**src/rtl/dual_port_ram_clr.sv**
```systemverilog
// Two-port RAM with a power-up clear sweep. Every word is zeroed after reset
// before the ports are allowed to touch memory.
module dual_port_ram_clr #(
    parameter int DW      = 8,
    parameter int AW      = 6,
    parameter int RD_MODE = 0
) (
    input  logic          clk,
    input  logic          rst_n,
    input  logic          en,
    input  logic          wr0,
    input  logic          wr1,
    input  logic [AW-1:0] add0,
    input  logic [AW-1:0] add1,
    input  logic [DW-1:0] data0_in,
    input  logic [DW-1:0] data1_in,
    output logic [DW-1:0] data0_out,
    output logic [DW-1:0] data1_out,
    output logic          rvalid0,
    output logic          rvalid1,
    output logic          busy,
    output logic          collision
);

    localparam int DEPTH = 1 << AW;

    typedef enum logic {
        ST_INIT  = 1'b0,
        ST_READY = 1'b1
    } state_t;

    state_t        state_q, state_d;
    logic [AW-1:0] cnt_q, cnt_d;
    logic          busy_q, busy_d;
    logic [DW-1:0] data0_q, data0_d;
    logic [DW-1:0] data1_q, data1_d;
    logic          rvalid0_q, rvalid0_d;
    logic          rvalid1_q, rvalid1_d;
    logic          collision_q, collision_d;

    logic [DW-1:0] mem_q [DEPTH];

    logic          we0_s, we1_s;
    logic [AW-1:0] wa0_s, wa1_s;
    logic [DW-1:0] wd0_s, wd1_s;
    logic [DW-1:0] rd0_s, rd1_s;
    logic          same_addr_s;

    // Read data per port, forwarding the other port's write data in write-first mode
    always_comb begin
        same_addr_s = (add0 == add1);
        if ((RD_MODE != 0) && !wr1 && same_addr_s) begin
            rd0_s = data1_in;
        end else begin
            rd0_s = mem_q[add0];
        end
        if ((RD_MODE != 0) && !wr0 && same_addr_s) begin
            rd1_s = data0_in;
        end else begin
            rd1_s = mem_q[add1];
        end
    end

    // Next-state, output and memory-write decode
    always_comb begin
        state_d     = state_q;
        cnt_d       = cnt_q;
        busy_d      = busy_q;
        data0_d     = data0_q;
        data1_d     = data1_q;
        rvalid0_d   = 1'b0;
        rvalid1_d   = 1'b0;
        collision_d = 1'b0;
        we0_s       = 1'b0;
        we1_s       = 1'b0;
        wa0_s       = add0;
        wa1_s       = add1;
        wd0_s       = data0_in;
        wd1_s       = data1_in;
        if (rst_n) begin
            case (state_q)
                ST_INIT: begin
                    we0_s = 1'b1;
                    wa0_s = cnt_q;
                    wd0_s = '0;
                    cnt_d = cnt_q + AW'(1);
                    if (cnt_q == {AW{1'b1}}) begin
                        state_d = ST_READY;
                        busy_d  = 1'b0;
                    end else begin
                        state_d = ST_INIT;
                        busy_d  = 1'b1;
                    end
                end
                ST_READY: begin
                    busy_d = 1'b0;
                    if (!en) begin
                        data0_d = '0;
                        data1_d = '0;
                    end else begin
                        if (!wr0) begin
                            we0_s = 1'b1;
                        end else begin
                            data0_d   = rd0_s;
                            rvalid0_d = 1'b1;
                        end
                        // Port 0 wins a dual-write clash; port 1's write is dropped
                        if (!wr1) begin
                            we1_s = !((!wr0) && same_addr_s);
                        end else begin
                            data1_d   = rd1_s;
                            rvalid1_d = 1'b1;
                        end
                        collision_d = (!wr0) && (!wr1) && same_addr_s;
                    end
                end
                default: begin
                    state_d = ST_INIT;
                    cnt_d   = '0;
                    busy_d  = 1'b1;
                end
            endcase
        end else begin
            we0_s = 1'b0;
            we1_s = 1'b0;
        end
    end

    // Control and output registers with synchronous reset
    always_ff @(posedge clk) begin
        if (!rst_n) begin
            state_q     <= ST_INIT;
            cnt_q       <= '0;
            busy_q      <= 1'b1;
            data0_q     <= '0;
            data1_q     <= '0;
            rvalid0_q   <= 1'b0;
            rvalid1_q   <= 1'b0;
            collision_q <= 1'b0;
        end else begin
            state_q     <= state_d;
            cnt_q       <= cnt_d;
            busy_q      <= busy_d;
            data0_q     <= data0_d;
            data1_q     <= data1_d;
            rvalid0_q   <= rvalid0_d;
            rvalid1_q   <= rvalid1_d;
            collision_q <= collision_d;
        end
    end

    // Memory array; contents only change through the decoded write strobes
    always_ff @(posedge clk) begin
        if (we1_s) begin
            mem_q[wa1_s] <= wd1_s;
        end
        if (we0_s) begin
            mem_q[wa0_s] <= wd0_s;
        end
    end

    assign data0_out = data0_q;
    assign data1_out = data1_q;
    assign rvalid0   = rvalid0_q;
    assign rvalid1   = rvalid1_q;
    assign busy      = busy_q;
    assign collision = collision_q;

endmodule

```
**config.mk**
```make
export PLATFORM = sky130hd
export DESIGN_NAME = dual_port_ram_clr
export DESIGN_NICKNAME = d
export VERILOG_FILES = /design/src/rtl/dual_port_ram_clr.sv
export SDC_FILE = /design/constraint.sdc
export NUM_CORES = 1
export LEC_CHECK = 0
export CAP_MARGIN = 20
export CORE_MARGIN = 5
export CORE_UTILIZATION = 47
export CTS_CLUSTER_SIZE = 30
export DETAILED_ROUTE_END_ITERATION = 6
export GPL_TIMING_DRIVEN = 0
export SETUP_SLACK_MARGIN = 0.02
export SYNTH_ARGS = -nofsm -noshare
export SYNTH_HDL_FRONTEND = slang
export SYNTH_SLANG_ARGS = --single-unit
```
**constraint.sdc**
```tcl
create_clock -name clk -period 4.8 [get_ports clk]
set_clock_uncertainty 0.1 [all_clocks]
set_input_delay 0.48 -clock clk [delete_from_list [all_inputs] [get_ports clk]]
set_output_delay 0.48 -clock clk [all_outputs]
set_load 0.005 [all_outputs]
```
==> results.tsv, run 1 <==
stage	metric	value	unit
routing	ANT nets after route	0	
routing	vias per inst	7.68	
worst_hold_path	Hold Path Class	reg -> reg	
logic_synthesis	post-synthesis simple-gate area fraction	0.0591	
logic_synthesis	ys async rst share	0	
logic_synthesis	Avg Cell Area, Syn	14.5	um^2
logic_synthesis	post-synthesis compound-gate area fraction	0.0678	
setup_path	Crit. End Element	register	
layout	final core occ	0.541	
die	row count	96	
cts	clock root cell	clkbuf_16	
placement	Final GP Congestion	1.10	
sta	Max Clock Freq	203	MHz
logic_synthesis	EDFF count, synth	512	
grt	largest net degree at the start of global routing	13	
sta	RSZ-0062 raised after global routing	false	
logic_synthesis	Synth warnings	0	
setup_path	Slowest cell on crit path	o22ai_1	
sta	fin crit share	1.03	
grt	vias in the first global route	24720	
cts	Resized Gates After CTS	0	
cts	CTS Buffer Depth	3	
logic_synthesis	post-synthesis mux area share	0.347	
logic_synthesis	Syn Nets	2296	
logic_synthesis	largest family of logic cells by synthesized area	multiplexers	
logic_synthesis	Seq cells post-synth	539	
cts	CTS Sinks	539	
sta	fin worst setup slack	-0.129	ns
setup_path	setup slack, reg-to-reg	0.90	ns
logic_synthesis	Synth Area in Adders	0.000382	
placement	Post-DP HPWL	129	mm
cts	Max H-tree Level	3	
routing	drt drc	3	
routing	via count	26351	
setup_path	crit path max fanout	10	
die	I/O Pins	53	
routing	Avg WL per Cell	51.0	um
sta	Setup-failing EPs final	19	
logic_synthesis	ys flop type	edfxtp_1	
die	core area	68800	um^2
cts	clock-pin slew on the worst setup and hold paths	0.06	ns
pwr	Max rail drop VDD	274	uV
cts	Post-CTS Hold Buffers	0	
grt	antenna violations before repair	25	
routing	DR pass1 iterations	7	
cts	postcts setup bufs	0	
grt	global routing's busiest layer	met2	
placement	count of input and output buffers	37	
grt	global router's overall resource usage	0.458	
logic_synthesis	Syn Std Cell Area	32800	um^2
layout	Synth-to-Final Area Change	13.7	%
grt	met1 usage	0.580	
placement	Place WS	-0.529	ns
logic_synthesis	Seq/Total Area, Yosys	0.486	
pwr	Pleak	12.2	nW
pwr	Pwr Density	324	nW/um^2
sta	worst slew pin tran	1.44	ns
die	Die Wd	274	um
sta	relative slew slack	0.0384	
logic_synthesis	Mapped Cells	2262	
grt	gr ovfl total	0	
die	initial core utilization	0.476	
setup_path	CP arrival	5.06	ns
layout	commonest cells after routing, fill and taps aside	mux2_2 (554), edfxtp_1 (512), mux4_2 (197)	
job	max-cap violations	0	
cts	Clk Latency, worst-skew pair	0.63	ns
layout	fill count	5744	
routing	drt total wl	175	mm
setup_path	CP required	4.93	ns
layout	layout cells sized above 1	0.431	
setup_path	Cell Chain, Critical Path	buf_2 -> buf_2 -> clkinv_1 -> nor4b_2 -> nand2_1 -> o22ai_1	
cts	total CTS buffers	66	
grt	met3 GRT Util	0.218	
setup_path	CP peak stage delay	1.29	ns
sta	Setup TNS	-1.30	ns
sta	final hold vios	0	
die	Die H	274	um
setup_path	Most Frequent Cell on Critical Path	buf_2	
grt	met2 Track Usage GR	0.640	
run_status	violated checks	DRC, setup timing	
layout	# nets final	2465	
logic_synthesis	xor and xnor area share after synthesis	0.00241	
pwr	Power Total	12.1	mW
sta	max-slew violations	0	
run_status	outcome	complete, but fails checks	
setup_path	Startpoint Class	input port	
routing	Initial DRC Count	5036	
layout	most common cell after layout, fill and taps aside	mux2_2	
grt	global-route wire length before repair	228	mm
die	die area	75100	um^2
logic_synthesis	post-synth cell types	77	
setup_path	CP Class	in -> reg	
sta	clock period minus worst slack	4.93	ns
cts	CTS tree	done	
per-stage QoR:
stage	instance area, um^2	std cells	hold WS (ns)
2_1_floorplan	32800	2262	0.358
3_3_place_gp	34300	3230	0.425
3_5_place_dp	34900	3282	0.429
4_1_cts	37100	3402	0.440
5_1_grt	37200	3414	0.455
6_report	37200	3429	0.457
cells in the mapped netlist (all sizes together), types with 3 or more instances:
| cell type | count | area [um^2] |
|---|---|---|
| a21boi | 3 | 22.5 |
| a21oi | 42 | 210 |
| a221o | 6 | 60.1 |
| a221oi | 52 | 455 |
| a22o | 3 | 26.3 |
| a22oi | 35 | 263 |
| a31oi | 18 | 134 |
| a32o | 4 | 40.0 |
| a32oi | 7 | 61.3 |
| and2 | 19 | 119 |
| buf | 100 | 598 |
| clkbuf | 156 | 586 |
| clkinv | 3 | 11.3 |
| dfxtp | 27 | 541 |
| edfxtp | 512 | 15400 |
| inv | 8 | 30.0 |
| mux2 | 563 | 6340 |
| mux2i | 58 | 593 |
| mux4 | 197 | 4440 |
| nand2 | 105 | 444 |
| nand2b | 10 | 70.1 |
| nand3 | 33 | 175 |
| nand4 | 4 | 25.0 |
| nor2 | 81 | 683 |
| nor2b | 19 | 119 |
| nor3 | 10 | 83.8 |
| nor3b | 5 | 37.5 |
| nor4b | 3 | 38.8 |
| o21ai | 47 | 243 |
| o21bai | 3 | 22.5 |
| o22ai | 69 | 432 |
| o2bb2ai | 5 | 43.8 |
| o32ai | 8 | 70.1 |
| or2 | 11 | 71.3 |
| or3 | 3 | 18.8 |
| xnor2 | 6 | 52.6 |
| xor2 | 3 | 26.3 |
routing by layer:
layer,vias up,part of all wire
met4,22,0.081
li1,9506,-
met2,2671,0.40
met5,-,0.0012
met1,13417,0.35
met3,735,0.16
worst paths after layout:
path	from	end	depth (start not counted)
worst min-delay path	data0_out[4]	data0_out[4]	2
worst min register to register	data0_out[4]	data0_out[4]	2
worst max register to register	state_q	mem_q[55][5]	10
worst max-delay path	add1[2]	mem_q[44][7]	6
worst max-delay path, delay by kind of cell:
family | cells | cell delay, ns
buffers and inverters | 3 | 1.67
AOI/OAI and AO/OA | 1 | 1.29
and+or+nand+nor | 2 | 1.57
power by group:
group / internal [mW] / switching [mW] / total (mW)
sequential: 5.17 / 0.0155 / 5.18
combinational: 0.554 / 1.15 / 1.70
clock: 2.99 / 2.18 / 5.16
total: 8.71 / 3.34 / 12.1
state kept, by name, summed over array words and instances, names as in the netlist:
register and count:
busy 1, cnt_q 6, collision 1, data0_out 8
data1_out 8, mem_q 512, rvalid0 1, rvalid1 1
state_q 1
cell families (layout without fill, tap and decap cells):
group / after synthesis / in the layout
buffers and inverters: 267 / 488
AND/OR/NAND/NOR: 310 / 310
flip-flops: 539 / 539
XOR/XNOR: 9 / 9
multiplexers: 818 / 818
AO/OA/AOI/OAI: 318 / 318
adder cells (fa/ha/maj): 1 / 1
other: 0 / 15
cell type report:
type | count | area, um^2 | area share
Sequential cell | 539 | 15900 | 0.427
Multi-Input combinational cell | 1456 | 15600 | 0.419
Clock buffer | 85 | 1810 | 0.0485
Buffer | 256 | 1190 | 0.0319
Tap cell | 931 | 1160 | 0.0313
Timing Repair Buffer | 101 | 1120 | 0.0301
Clock inverter | 35 | 352 | 0.00944
Inverter | 11 | 41.3 | 0.00111
Antenna cell | 15 | 37.5 | 0.00101
(Power assumes the default switching activity.)
==> run 2, diff against run 1 <==
--- a/config.mk
+++ b/config.mk
@@ -6,7 +6,6 @@
 export NUM_CORES = 1
 export LEC_CHECK = 0
 export CAP_MARGIN = 20
-export CORE_MARGIN = 5
 export CORE_UTILIZATION = 47
 export CTS_CLUSTER_SIZE = 30
 export DETAILED_ROUTE_END_ITERATION = 6
==> results.tsv, run 2 (synthesis gave the netlist of run 1 again) <==
stage	metric	value	unit
setup_path	Most Frequent Cell on Critical Path	buf_2	
pwr	Pwr Density	314	nW/um^2
sta	fin worst setup slack	-0.464	ns
sta	max-slew violations	0	
cts	clock-pin slew on the worst setup and hold paths	0.07	ns
layout	post-route cell area	37000	um^2
routing	Avg WL per Cell	51.1	um
placement	Final GP Congestion	1.11	
layout	layout cells sized above 1	0.431	
cts	Post-CTS Hold Buffers	0	
die	I/O Pins	53	
sta	Setup-failing EPs final	98	
layout	register area	15900	um^2
setup_path	CP Class	in -> reg	
routing	DR pass1 iterations	7	
placement	Post-DP HPWL	128	mm
layout	fill count	5834	
setup_path	Cell Chain, Critical Path	buf_2 -> buf_2 -> nor2b_1 -> clkbuf_1 -> nand2_1 -> o22ai_1	
cts	Max H-tree Level	2	
cts	CTS Buffer Depth	3	
run_status	violated checks	DRC, setup timing	
cts	clock root cell	clkbuf_16	
die	Die Wd	266	um
placement	count of input and output buffers	37	
sta	RSZ-0062 raised after global routing	false	
sta	relative slew slack	0.0642	
grt	largest net degree at the start of global routing	17	
sta	worst slew pin tran	1.40	ns
routing	drt drc	19	
grt	antenna violations before repair	19	
setup_path	Startpoint Class	input port	
grt	global router's overall resource usage	0.489	
layout	Reg with most FFs	mem_q	
job	max-cap violations	0	
setup_path	CP required	4.97	ns
cts	Clk Latency, worst-skew pair	0.68	ns
cts	CTS tree	done	
grt	vias in the first global route	24508	
worst_hold_path	Hold Path Class	in -> reg	
routing	drt total wl	174	mm
sta	Setup TNS	-25.40	ns
setup_path	Crit path max-delay family	buffers and inverters	
pwr	Pleak	12.0	nW
grt	global-route wire length before repair	226	mm
setup_path	Slowest cell on crit path	o22ai_1	
layout	commonest cells after routing, fill and taps aside	mux2_2 (554), edfxtp_1 (512), mux4_2 (197)	
cts	CTS Sinks	539	
routing	Initial DRC Count	5004	
pwr	Max rail drop VDD	280	uV
layout	most common cell after layout, fill and taps aside	mux2_2	
die	row count	96	
cts	total CTS buffers	60	
setup_path	Crit. End Element	register	
grt	gr ovfl total	0	
placement	placed cells	3276	
routing	via count	26496	
sta	final hold vios	0	
run_status	outcome	complete, but fails checks	
routing	vias per inst	7.75	
die	Die H	266	um
placement	placed cell areas	34800	um^2
layout	Synth-to-Final Area Change	12.8	%
layout	max reg flops	512	
cts	postcts setup bufs	0	
layout	# nets final	2459	
setup_path	crit path max fanout	10	
layout	non-filler cells, final	3417	
sta	WHS	0.430	ns
routing	ANT nets after route	0	
setup_path	Buf+Inv Stages, Crit Path	3	
setup_path	CP arrival	5.43	ns
die	core area	68800	um^2
layout	multi-input combinational cell area	15600	um^2
sta	fin crit share	1.10	
die	die area	70800	um^2
cts	Resized Gates After CTS	0	
sta	Max Clock Freq	190	MHz
sta	clock period minus worst slack	5.26	ns
die	initial core utilization	0.476	
setup_path	CP peak stage delay	1.28	ns
## run 2: cell count changes in the layout (fill, tap and decap cells not counted), moves of 3 or more
cell        change
clkbuf_16       -8
clkinv_1        -8
buf_8           +7
clkinv_2        +7
buf_16          -5
buf_2           -5
clkinvlp_4      +5
diode_2         -5
buf_1           +3
## run 2: power by group
| part | internal, mW | switching, mW | total [mW] |
|---|---|---|---|
| Combinational | 0.558 | 1.14 | 1.70 |
| Clock | 2.58 | 2.15 | 4.72 |
| Sequential | 5.17 | 0.0168 | 5.18 |
| Total | 8.30 | 3.30 | 11.6 |
## run 2: worst min-delay path, stage by stage
cell     delay [ns]
buf_2          0.31
nand2_1        0.13
a21oi_1        0.06
nor2_1         0.10
nand3_1        0.07
## run 2: through the flow
step | power (mW) | util | setup WS (ns)
floorplan | 6.12 | - | 1.85
global placement | 6.80 | 0.498 | -0.897
detailed placement | 6.84 | 0.506 | -0.520
CTS | 11.4 | 0.534 | 0.158
global route | 11.7 | 0.537 | 0.0439
finish | 11.6 | 0.537 | -0.464
## run 2: final cells by class
cell class / instances / share of cell area
Antenna cell: 10 / 0.000677
Buffer: 256 / 0.0321
Clock buffer: 78 / 0.0435
Clock inverter: 35 / 0.00856
Inverter: 11 / 0.00112
Multi-Input combinational cell: 1456 / 0.423
Sequential cell: 539 / 0.431
Tap cell: 931 / 0.0315
Timing Repair Buffer: 101 / 0.0293
## run 2: final timing paths
path | from | endpoint | slack [ns] | cells after the start
max | add1[0] | mem_q[49][4] | -0.46 | 6
min | add0[2] | data0_out[7] | 0.43 | 5
max reg2reg | state_q | mem_q[62][3] | 0.93 | 10
min reg2reg | data1_out[3] | data1_out[3] | 0.45 | 2
## run 2: routing by layer
metal / up-vias / GRT usage / wire [um]
met3: 776 / 0.235 / 27500
li1: 9475 / - / -
met5: - / 0.00554 / 156
met4: 22 / 0.330 / 15400
met1: 13551 / 0.606 / 61600
met2: 2672 / 0.671 / 69700
